[src/rtl/mnist_pkg.sv]
`default_nettype none
// ============================================================================
//  Module      : mnist_pkg
//  Description : Shared sizes, writer state encoding and the pixel-to-int8
//                quantiser for the FC1 input-image loader.
//  Revision    : 1.0  initial release
// ============================================================================
package mnist_pkg;

    localparam int IN1   = 784;
    localparam int PIX_W = 8;

    typedef enum logic [1:0] {
        S_LOAD   = 2'd0,
        S_COMMIT = 2'd1,
        S_HOLD   = 2'd2
    } state_t;

    // Unsigned pixels are halved into 0..127 so they stay positive as int8.
    function automatic logic [PIX_W-1:0] pix_to_int8(input logic [PIX_W-1:0] pix,
                                                     input logic             signed_in);
        return signed_in ? pix : {1'b0, pix[PIX_W-1:1]};
    endfunction

endpackage
`default_nettype wire

[src/rtl/image_buffer_writer.sv]
`default_nettype none
// ============================================================================
//  Module      : image_buffer_writer
//  Description : Accepts one pixel per valid/ready beat, quantises it to int8
//                and writes it into x_mem through a registered write port.
//                Pulses frame_done after a full frame, then stalls the stream
//                until frame_release so the buffer is stable during inference.
//  Revision    : 1.0  initial release
// ============================================================================
module image_buffer_writer
    import mnist_pkg::*;
#(
    parameter int   IN_DIM    = IN1,
    parameter bit   IN_SIGNED = 1'b0,
    localparam int  AW        = $clog2(IN_DIM)
) (
    input  logic             clk,
    input  logic             rst,
    input  logic             s_valid_i,
    output logic             s_ready_o,
    input  logic [PIX_W-1:0] s_data_i,
    input  logic             s_last_i,
    output logic             x_we_o,
    output logic [AW-1:0]    x_addr_o,
    output logic [PIX_W-1:0] x_data_o,
    output logic             frame_done_o,
    input  logic             frame_release_i,
    output logic             len_err_o
);

    localparam logic [AW-1:0] LAST_IDX = AW'(IN_DIM - 1);

    state_t           state_q,      state_d;
    logic [AW-1:0]    pix_cnt_q,    pix_cnt_d;
    logic             drain_q,      drain_d;     // swallowing a long frame's surplus beats
    logic             s_ready_q,    s_ready_d;
    logic             x_we_q,       x_we_d;
    logic [AW-1:0]    x_addr_q,     x_addr_d;
    logic [PIX_W-1:0] x_data_q,     x_data_d;
    logic             frame_done_q, frame_done_d;
    logic             len_err_q,    len_err_d;

    logic             w_accept;
    logic             w_at_last;

    assign w_accept  = s_valid_i & s_ready_q;
    assign w_at_last = (pix_cnt_q == LAST_IDX);

    // Next-state, counter and write-port decode.
    always_comb begin
        state_d      = state_q;
        pix_cnt_d    = pix_cnt_q;
        drain_d      = drain_q;
        x_we_d       = 1'b0;
        x_addr_d     = x_addr_q;
        x_data_d     = x_data_q;
        frame_done_d = 1'b0;
        len_err_d    = 1'b0;

        unique case (state_q)
            S_LOAD: begin
                if (w_accept) begin
                    x_we_d   = 1'b1;
                    x_addr_d = pix_cnt_q;
                    x_data_d = pix_to_int8(s_data_i, IN_SIGNED);
                    if (w_at_last) begin
                        state_d   = S_COMMIT;
                        pix_cnt_d = '0;
                        if (!s_last_i) begin
                            // Long frame: keep the sender moving until its s_last.
                            len_err_d = 1'b1;
                            drain_d   = 1'b1;
                        end
                    end else if (s_last_i) begin
                        // Short frame: drop it and restart at address 0.
                        len_err_d = 1'b1;
                        pix_cnt_d = '0;
                    end else begin
                        pix_cnt_d = pix_cnt_q + AW'(1);
                    end
                end
            end
            S_COMMIT: begin
                if (drain_q) begin
                    if (w_accept && s_last_i) begin
                        drain_d = 1'b0;
                    end
                end else begin
                    frame_done_d = 1'b1;
                    state_d      = S_HOLD;
                end
            end
            S_HOLD: begin
                // A release coinciding with frame_done is too early to honour.
                if (frame_release_i && !frame_done_q) begin
                    state_d = S_LOAD;
                end
            end
            default: begin
                state_d = S_LOAD;
            end
        endcase

        s_ready_d = (state_d == S_LOAD) | drain_d;
    end

    // State, counter and registered outputs.
    always_ff @(posedge clk or posedge rst) begin
        if (rst) begin
            state_q      <= S_LOAD;
            pix_cnt_q    <= '0;
            drain_q      <= 1'b0;
            s_ready_q    <= 1'b0;
            x_we_q       <= 1'b0;
            x_addr_q     <= '0;
            x_data_q     <= '0;
            frame_done_q <= 1'b0;
            len_err_q    <= 1'b0;
        end else begin
            state_q      <= state_d;
            pix_cnt_q    <= pix_cnt_d;
            drain_q      <= drain_d;
            s_ready_q    <= s_ready_d;
            x_we_q       <= x_we_d;
            x_addr_q     <= x_addr_d;
            x_data_q     <= x_data_d;
            frame_done_q <= frame_done_d;
            len_err_q    <= len_err_d;
        end
    end

    assign s_ready_o    = s_ready_q;
    assign x_we_o       = x_we_q;
    assign x_addr_o     = x_addr_q;
    assign x_data_o     = x_data_q;
    assign frame_done_o = frame_done_q;
    assign len_err_o    = len_err_q;

endmodule
`default_nettype wire

[config.mk]
export PLATFORM = sky130hd
export DESIGN_NAME = image_buffer_writer
export DESIGN_NICKNAME = d
export VERILOG_FILES = /design/src/rtl/mnist_pkg.sv /design/src/rtl/image_buffer_writer.sv
export SDC_FILE = /design/constraint.sdc
export NUM_CORES = 1
export LEC_CHECK = 0
export ABC_CLOCK_PERIOD_IN_PS = 1700
export CORE_UTILIZATION = 44
export DETAILED_ROUTE_END_ITERATION = 6
export GPL_TIMING_DRIVEN = 0
export PLACE_DENSITY = 0.83
export SLEW_MARGIN = 20
export SYNTH_ARGS = -nofsm -noshare
export SYNTH_HDL_FRONTEND = slang
export SYNTH_SLANG_ARGS = --single-unit
[constraint.sdc]
create_clock -name clk -period 1.7 [get_ports clk]
set_clock_uncertainty 0.05 [all_clocks]
set_input_delay 0.34 -clock clk [delete_from_list [all_inputs] [get_ports clk]]
set_output_delay 0.34 -clock clk [all_outputs]
set_load 0.03 [all_outputs]
==> impl_metrics.json, run 1 <==
{
  "run_status": "completed",
  "worstSetupPathType": "flop to flop",
  "h-tree-depth": 2,
  "max-cap-violations": 0,
  "first_iter_violations": 35,
  "yosysTopAreaCell": "dfrtp_1",
  "maxSlewHeadroom": 0.546,
  "cts_buffers": 5,
  "dieArea_um2": 3590,
  "clockBufferDepth": 2,
  "grt_max_degree": 35,
  "worstMarginPinSlew_ps": 679,
  "numPortBuffers": 32,
  "grt_first_pass_wirelength_um": 4750,
  "p_total_mw": 1.68,
  "nets": 212,
  "placed_area_um2": 1850,
  "syn-num-nets": 170,
  "powerDensity_nw_per_um2": 863,
  "synth_top_area_frac": 0.576,
  "finalInstanceArea_um2": 1940,
  "syn_area_um2": 1480,
  "clk-insertion-delay-late_ps": 330,
  "post-place-cells": 232,
  "ys_seq_elements": 34,
  "ys_top_cells_by_area": "dfrtp_1, nand2_1, xor2_1",
  "hold_path.class": "input pin to asynchronous set/reset pin",
  "synth_edf_count": 0,
  "gr-total-overflow": 0,
  "startpoint_type": "flop",
  "cts-root-buf": "clkbuf_4",
  "ys_warn_count": 0,
  "num_vias": 1213,
  "start_util": 0.472,
  "track_usage": 0.182,
  "syn_inst": 156,
  "cp_cell_sequence": "or4b_4 > nor4_2 > and2_1 > o31ai_1",
  "finalCritPeriodShare": 0.985,
  "routed_wl_um": 2910,
  "max_stage_delay_ps": 520,
  "ys_types": 32,
  "fill_cells": 285,
  "fp.dieH_um": 59.9,
  "die_width_um": 59.9,
  "ios": 35,
  "crit_fanout": 5,
  "p_leak_nw": 1.05,
  "n_antenna_cell": 0,
  "dp_hpwl_um": 1990,
  "fmax_ghz": 0.597,
  "async_flop_share": 1.00,
  "grt_antenna_before_repair": 0,
  "setup_viol": 0,
  "syn_to_final_growth_pct": 31.6,
  "clk_pin_slew_ps": 100,
  "final_layout_size_suffix_gt1_frac": 0.131,
  "cts_tree": "yes",
  "arrival_ps": 1840,
  "via_per_inst": 4.99,
  "coreArea_um2": 3130,
  "wl_per_cell_um": 12.0,
  "first_pass_iters": 4,
  "stdcell_count": 243,
  "hold_viol_final": 0,
  "ys_seq_area_frac": 0.576,
  "crit_path_top_delay_cell": "or4b_4",
  "num_rows": 20,
  "cp-end-kind": "flop",
  "postRouteAntennaNets": 0,
  "slew_violations": 0,
  "crit_required_ps": 1870,
  "synth_area_per_cell_um2": 9.46,
  "globalplace.congestion": 0.819,
  "cts_sinks": 34,
  "grt_pass1_vias": 1061,
  "vdd_drop_max_mv": 0.542,
  "layout_min_cycle_time_ps": 1670,
  "rsz0062_at_grt": "yes",
  "yosys_most_used_dff": "dfrtp_1",
  "drcViolationCount": 0
}
-- worst paths after layout --
path / from / endpoint / slack [ps] / depth (start not counted)
setup / recovery: pix_cnt_q[6]$_DFFE_PP0P_ / s_ready_o$_DFF_PP0_ / 30 / 4
hold / removal: rst / x_addr_o[1]$_DFFE_PP0P_ / 370 / 2
setup reg to reg: pix_cnt_q[6]$_DFFE_PP0P_ / s_ready_o$_DFF_PP0_ / 30 / 4
hold reg to reg: x_data_o[2]$_DFFE_PP0P_ / x_data_o[2]$_DFFE_PP0P_ / 430 / 2
max in group asynchronous: rst / pix_cnt_q[4]$_DFFE_PP0P_ / 750 / 2
min in group clk: x_data_o[2]$_DFFE_PP0P_ / x_data_o[2]$_DFFE_PP0P_ / 430 / 2
-- cell type report --
cell class	instances	area [µm²]	share of cell area
buffer	6	32.5	0.0167
tap	44	55.1	0.0283
multi-input combinational	112	588	0.303
timing repair buffer	35	317	0.163
inverter	4	18.8	0.00966
sequential	34	855	0.440
clock inverter	3	40.0	0.0206
clock buffer	5	37.5	0.0193
-- through the flow --
| step | worst slack (ps) | hold WS, ps | TNS, ps | utilization |
|---|---|---|---|---|
| 6_report | 25.7 | 370 | 0 | 0.621 |
| 5_1_grt | -18.1 | 448 | -49.5 | 0.621 |
| 4_1_cts | 26.2 | 391 | 0 | 0.614 |
| 3_5_place_dp | -403 | 413 | -8260 | 0.592 |
| 3_3_place_gp | -305 | 407 | -11360 | 0.592 |
| 2_1_floorplan | 22.7 | 395 | 0 | - |
-- layout by cell type, fill, tap and decap left out, types with 3 or more instances in the layout --
| master | count |
|---|---|
| nand4_1 | 3 |
| dfrtp_2 | 3 |
| clkbuf_4 | 6 |
| buf_4 | 4 |
| o21ai_0 | 4 |
| nand2_1 | 59 |
| clkdlybuf4s50_1 | 11 |
| dfrtp_1 | 31 |
| dlygate4sd2_1 | 21 |
| nor2_1 | 9 |
| nand3_1 | 8 |
| xor2_1 | 5 |
-- critical path, delay by kind of cell, from the launching register on --
family           cells  cell delay [ps]
AND/OR/NAND/NOR      3             1010
flip-flops           1              450
AO/OA/AOI/OAI        1               60
-- routing by layer --
metal / wire (µm) / part of all wire / global-route usage
met4: 27 / 0.0093 / 0.0498
met1: 1310 / 0.45 / 0.234
met5: 0 / 0 / 0
met3: 161 / 0.055 / 0.0584
met2: 1410 / 0.49 / 0.294
-- report_power, final --
group          switching [mW]  internal [mW]  leakage (nW)
Clock                   0.261          0.304        0.0450
Combinational           0.152         0.0852         0.557
Sequential             0.0275          0.848         0.445
Total                   0.440           1.24          1.05
-- kinds of logic after synthesis --
kind of cell,share of synthesized area
flops,0.576
other cells,0.00254
fa+ha+maj,0.00847
compound gates,0.0432
buf+inv,0.0288
xor+xnor,0.0415
simple gates,0.299
-- what timing repair did --
item / CTS / global route
buffers inserted: 2 / 1
endpoints found under the setup margin: 32 / 26
hold buffers: 0 / 0
pin swaps: 1 / 0
gates resized for setup: 24 / 7
-- flip-flops by register name, summed over array words and instances (netlist names) --
name,flops
x_we_o,1
state_q,2
len_err_o,1
x_data_o,7
s_ready_o,1
frame_done_o,1
pix_cnt_q,10
x_addr_o,10
drain_q,1
-- Yosys cell counts, types with 2 or more instances --
cell and n:
dfrtp_1 34, clkbuf_1 2, and3_1 2, inv_1 3, nand2_1 59, and4_1 2, nand2b_1 2, xnor2_1 2
o21ai_0 4, buf_1 2, nand3_1 8, nand4_1 3, xor2_1 5, nor2_1 10
No activity file was read; power rests on OpenSTA's default activity.
==> run 2: changes to the inputs <==
--- a/config.mk
+++ b/config.mk
@@ -14,3 +14,4 @@
 export SYNTH_ARGS = -nofsm -noshare
 export SYNTH_HDL_FRONTEND = slang
 export SYNTH_SLANG_ARGS = --single-unit
+export TNS_END_PERCENT = 20
==> run 2 against run 1 <==
  * Register-to-register slack barely moved
  * Die area did not move
  * Critical path type unchanged
  * Largest cell class unchanged
  * Final area fell by 0.26%
  * Clock-buffer cell count did not move
  * Clock power barely moved
  * Routed wire length rose by 1.1%
  * Final cell count fell by 0.41%
  * Worst setup slack got worse by 7.7 ps
==> impl_metrics.json, run 2 (synthesis gave the netlist of run 1 again) <==
{
  "max-cap-violations": 0,
  "slew_violations": 0,
  "clk-insertion-delay-late_ps": 330,
  "fin_setup_tns_ps": 0,
  "numPortBuffers": 32,
  "hold_path.class": "input pin to asynchronous set/reset pin",
  "post-place-cells": 232,
  "grt_first_pass_wirelength_um": 4750,
  "coreArea_um2": 3130,
  "cts-root-buf": "clkbuf_4",
  "stdcell_count": 242,
  "grt_pass1_vias": 1061,
  "gr-total-overflow": 0,
  "hold_slack_ps": 371,
  "n_antenna_cell": 0,
  "first_pass_iters": 4,
  "routed_wl_um": 2940,
  "clk_pin_slew_ps": 100,
  "worstMarginPinSlew_ps": 682,
  "finalInstanceArea_um2": 1940,
  "wl_per_cell_um": 12.2,
  "syn_to_final_growth_pct": 31.3,
  "p_total_mw": 1.68,
  "final_layout_size_suffix_gt1_frac": 0.126,
  "hold_viol_final": 0,
  "cp_cell_sequence": "or4b_4 > nor4_2 > and2_1 > o31ai_1",
  "num_rows": 20,
  "fill_cells": 287,
  "timing.rr.start": "pix_cnt_q[6]$_DFFE_PP0P_",
  "fin_ws_ps": 17.9,
  "rrSetupSlack_ps": 20,
  "pre_cts_slack_ps": -403,
  "powerDensity_nw_per_um2": 865,
  "clockBufferDepth": 2,
  "via_per_inst": 4.97,
  "p_leak_nw": 1.04,
  "maxSlewHeadroom": 0.545,
  "dieArea_um2": 3590,
  "grt_antenna_before_repair": 0,
  "worstRegToRegCells": 4,
  "post-route-util": 0.620,
  "die_width_um": 59.9,
  "globalplace.congestion": 0.819,
  "arrival_ps": 1850,
  "setup_viol": 0,
  "fp.dieH_um": 59.9,
  "crit_required_ps": 1870,
  "layout_common_cells": "nand2_1, dfrtp_1, dlygate4sd2_1, clkdlybuf4s50_1, nor2_1",
  "grt_max_degree": 35,
  "track_usage": 0.182,
  "num_vias": 1202,
  "h-tree-depth": 2,
  "ios": 35,
  "r2r-end": "s_ready_o$_DFF_PP0_",
  "postRouteAntennaNets": 0,
  "max_stage_delay_ps": 520,
  "dp_hpwl_um": 1990,
  "crit_path_top_delay_cell": "or4b_4",
  "first_iter_violations": 51,
  "nets": 211,
  "cp-end-kind": "flop",
  "cts_buffers": 5,
  "rsz0062_at_grt": "yes",
  "final_common_cell": "nand2_1",
  "vdd_drop_max_mv": 0.542,
  "run_status": "completed",
  "cts_sinks": 34,
  "crit_fanout": 5,
  "fmax_ghz": 0.595,
  "worstSetupPathType": "flop to flop",
  "placed_area_um2": 1850,
  "cts_tree": "yes",
  "drcViolationCount": 0,
  "seq_area_um2": 855,
  "start_util": 0.472,
  "finalCritPeriodShare": 0.989,
  "multi_input_area_um2": 591,
  "cts_hold_buf": 0,
  "layout_min_cycle_time_ps": 1680,
  "startpoint_type": "flop"
}
## run 2: layout make-up
type                       count  area share
buffer                         6      0.0168
clock buffer                   5      0.0194
clock inverter                 3      0.0207
inverter                       4     0.00968
multi-input combinational    112       0.305
sequential                    34       0.441
tap                           44      0.0284
timing repair buffer          34       0.159
## run 2: worst max-delay path: cells and delay by family (launching register included)
| family | cells | cell delay [ps] |
|---|---|---|
| AO/OA/AOI/OAI | 1 | 60 |
| flip-flops | 1 | 450 |
| AND/OR/NAND/NOR | 3 | 1020 |
## run 2: routing by layer
metal | wire, µm | global-route usage | share of wire | up-vias
li1 | - | - | - | 587
met1 | 1300 | 0.234 | 0.44 | 572
met2 | 1440 | 0.294 | 0.49 | 40
met3 | 176 | 0.0584 | 0.060 | 3
met4 | 27 | 0.0498 | 0.0092 | 0
met5 | 0 | 0 | 0 | -
## run 2: worst max path at each step
stage | depth (start not counted) | end | slack (ps) | start
floorplan | 4 | pix_cnt_q[4]$_DFFE_PP0P_ | 20 | pix_cnt_q[4]$_DFFE_PP0P_
global placement | 7 | pix_cnt_q[0]$_DFFE_PP0P_ | -310 | s_valid_i
detailed placement | 7 | pix_cnt_q[0]$_DFFE_PP0P_ | -400 | s_valid_i
CTS | 4 | s_ready_o$_DFF_PP0_ | 30 | pix_cnt_q[5]$_DFFE_PP0P_
global route | 4 | s_ready_o$_DFF_PP0_ | -20 | pix_cnt_q[4]$_DFFE_PP0P_
finish | 4 | s_ready_o$_DFF_PP0_ | 20 | pix_cnt_q[6]$_DFFE_PP0P_
## run 2: where the power goes
group	leakage [nW]	internal [mW]	switching, mW
clock	0.0450	0.304	0.263
combinational	0.552	0.0819	0.149
sequential	0.445	0.848	0.0309
## run 2: repair_timing
action / 4_1_cts / 5_1_grt
pin swaps: 1 / 0
gates cloned: 0 / 0
buffers inserted: 2 / 0
setup endpoints to repair: 32 / 26
resized for setup: 24 / 7
==> run 3: changes to the inputs <==
--- a/config.mk
+++ b/config.mk
@@ -6,10 +6,12 @@
 export NUM_CORES = 1
 export LEC_CHECK = 0
 export ABC_CLOCK_PERIOD_IN_PS = 1700
-export CORE_UTILIZATION = 44
+export CELL_PAD_IN_SITES_DETAIL_PLACEMENT = 1
+export CELL_PAD_IN_SITES_GLOBAL_PLACEMENT = 1
+export CORE_UTILIZATION = 33
 export DETAILED_ROUTE_END_ITERATION = 6
 export GPL_TIMING_DRIVEN = 0
-export PLACE_DENSITY = 0.83
+export PLACE_DENSITY = 0.82
 export SLEW_MARGIN = 20
 export SYNTH_ARGS = -nofsm -noshare
 export SYNTH_HDL_FRONTEND = slang
==> run 3 against run 2 <==
  * Worst setup slack is essentially flat
  * Sequential share of layout area shrank 2.3 points
  * Die area grew 32%
  * Critical path type unchanged
  * Highest routed layer unchanged
==> impl_metrics.json, run 3 (synthesis gave the netlist of run 1 again) <==
{
  "layout_common_cells": "nand2_1, dfrtp_1, dlygate4sd2_1, clkdlybuf4s50_1, nor2_1",
  "power_frac_clock": 0.454,
  "crit_buf_inv": 0,
  "cts_hold_buf": 0,
  "cts_tree": "yes",
  "rrSetupSlack_ps": 20,
  "first_pass_iters": 4,
  "grt_pass1_vias": 1206,
  "gr-total-overflow": 0,
  "finalCritPeriodShare": 0.989,
  "p_comb_frac": 0.115,
  "dp_hpwl_um": 2220,
  "whs_path_depth": 2,
  "r2r-end": "pix_cnt_q[8]$_DFFE_PP0P_",
  "drcViolationCount": 0,
  "grt_antenna_before_repair": 0,
  "nets": 212,
  "timing.rr.start": "pix_cnt_q[4]$_DFFE_PP0P_",
  "hold_viol_final": 0,
  "globalplace.congestion": 0.792,
  "syn_to_final_growth_pct": 38.6,
  "final_layout_size_suffix_gt1_frac": 0.131,
  "fmax_ghz": 0.595,
  "numPortBuffers": 32,
  "grt_first_pass_wirelength_um": 5520,
  "start_util": 0.356,
  "via_per_inst": 4.85,
  "clockBufferDepth": 2,
  "ios": 35,
  "worstRegToRegCells": 4,
  "p_int_mw": 1.56,
  "fp.dieH_um": 68.9,
  "pre_cts_slack_ps": -457,
  "cts-root-buf": "clkbuf_8",
  "crit_family": "simple AND/OR/NAND/NOR gates",
  "maxSlewHeadroom": 0.532,
  "cts_sinks": 34,
  "dieArea_um2": 4750,
  "routed_wl_um": 3410,
  "pwr-share-seq": 0.430,
  "h-tree-depth": 2,
  "postRouteAntennaNets": 0,
  "crit_required_ps": 1830,
  "p_total_mw": 2.04,
  "max-cap-violations": 0,
  "powerDensity_nw_per_um2": 999,
  "arrival_ps": 1810,
  "cts_buffers": 5,
  "stdcell_count": 249,
  "hold_path.class": "flop to flop",
  "clk-insertion-delay-late_ps": 290,
  "switchingPower_mw": 0.485,
  "num_rows": 23,
  "final_common_cell": "nand2_1",
  "worstSetupPathType": "flop to flop",
  "hold_path_startpoint": "x_addr_o[4]$_DFFE_PP0P_",
  "crit_path_top_delay_cell": "or4b_4",
  "layout_min_cycle_time_ps": 1680,
  "first_iter_violations": 41,
  "crit_fanout": 6,
  "wl_per_cell_um": 13.7,
  "cp-end-kind": "flop",
  "startpoint_type": "flop",
  "num_vias": 1208,
  "run_status": "completed",
  "rsz0062_at_grt": "yes",
  "grt_max_degree": 35,
  "vdd_drop_max_mv": 0.315,
  "n_antenna_cell": 0,
  "setup_viol": 0,
  "post-route-util": 0.494,
  "worstMarginPinSlew_ps": 700,
  "sw_frac_of_total": 0.237,
  "hold_slack_ps": 422,
  "cp.depth": 4,
  "coreArea_um2": 4140,
  "fin_ws_ps": 18.3,
  "max_stage_delay_ps": 580,
  "post-place-cells": 238,
  "track_usage": 0.162,
  "p_leak_nw": 1.15,
  "clk_pin_slew_ps": 70,
  "die_width_um": 68.9,
  "hold_end": "x_addr_o[4]$_DFFE_PP0P_",
  "cp_cell_sequence": "or4b_4 > o31a_4 > nor2_8 > nor2_1",
  "slew_violations": 0
}
[run 3: through the flow]
| stage | instance area (µm²) | setup TNS (ps) |
|---|---|---|
| detailed placement | 1860 | -9290 |
| floorplan | 1480 | 0 |
| global route | 2050 | -158 |
| CTS | 2010 | -8.05 |
| finish | 2050 | 0 |
| global placement | 1860 | -16260 |
[run 3: how the worst max path moves through the flow]
stage,end,startpoint
after floorplan,pix_cnt_q[4]$_DFFE_PP0P_,pix_cnt_q[4]$_DFFE_PP0P_
after global routing,pix_cnt_q[4]$_DFFE_PP0P_,pix_cnt_q[4]$_DFFE_PP0P_
after global placement,pix_cnt_q[0]$_DFFE_PP0P_,s_valid_i
after CTS,s_ready_o$_DFF_PP0_,pix_cnt_q[4]$_DFFE_PP0P_
after detailed placement,pix_cnt_q[0]$_DFFE_PP0P_,s_valid_i
final,pix_cnt_q[8]$_DFFE_PP0P_,pix_cnt_q[4]$_DFFE_PP0P_
[run 3: area by class of cell]
class / count / area (µm²)
sequential: 34 / 855
timing repair buffer: 35 / 335
fill: 484 / 2100
clock buffer: 6 / 82.6
buffer: 6 / 35.0
inverter: 4 / 16.3
clock inverter: 2 / 60.1
multi-input combinational: 112 / 599
tap: 50 / 62.6
[run 3: worst register-to-register path, stage by stage, from the launching register on]
cell     delay [ps]
dfrtp_2         400
or4b_4          580
o31a_4          340
nor2_8          130
nor2_1           70
[run 3: power groups by stage]
stage / registers (mW) / clock network, mW / logic, mW
after global placement: 0.894 / 0 / 0.246
after detailed placement: 0.895 / 0 / 0.251
after global routing: 0.887 / 0.982 / 0.259
after CTS: 0.880 / 0.948 / 0.235
final: 0.880 / 0.929 / 0.236
after floorplan: 0.949 / 0 / 0.0814
[run 3: repair_timing]
item / 4_1_cts / 5_1_grt
setup endpoints to repair: 43 / 24
setup buffers: 3 / 0
hold endpoints to repair: 0 / 0
gates resized for setup: 21 / 14
pin swaps: 1 / 1
[run 3: layer usage]
metal | routed length [µm] | GRT usage | vias up
li1 | - | - | 591
met4 | 36 | 0.0536 | 0
met5 | 0 | 0 | -
met2 | 1640 | 0.261 | 31
met3 | 180 | 0.0625 | 6
met1 | 1550 | 0.198 | 580
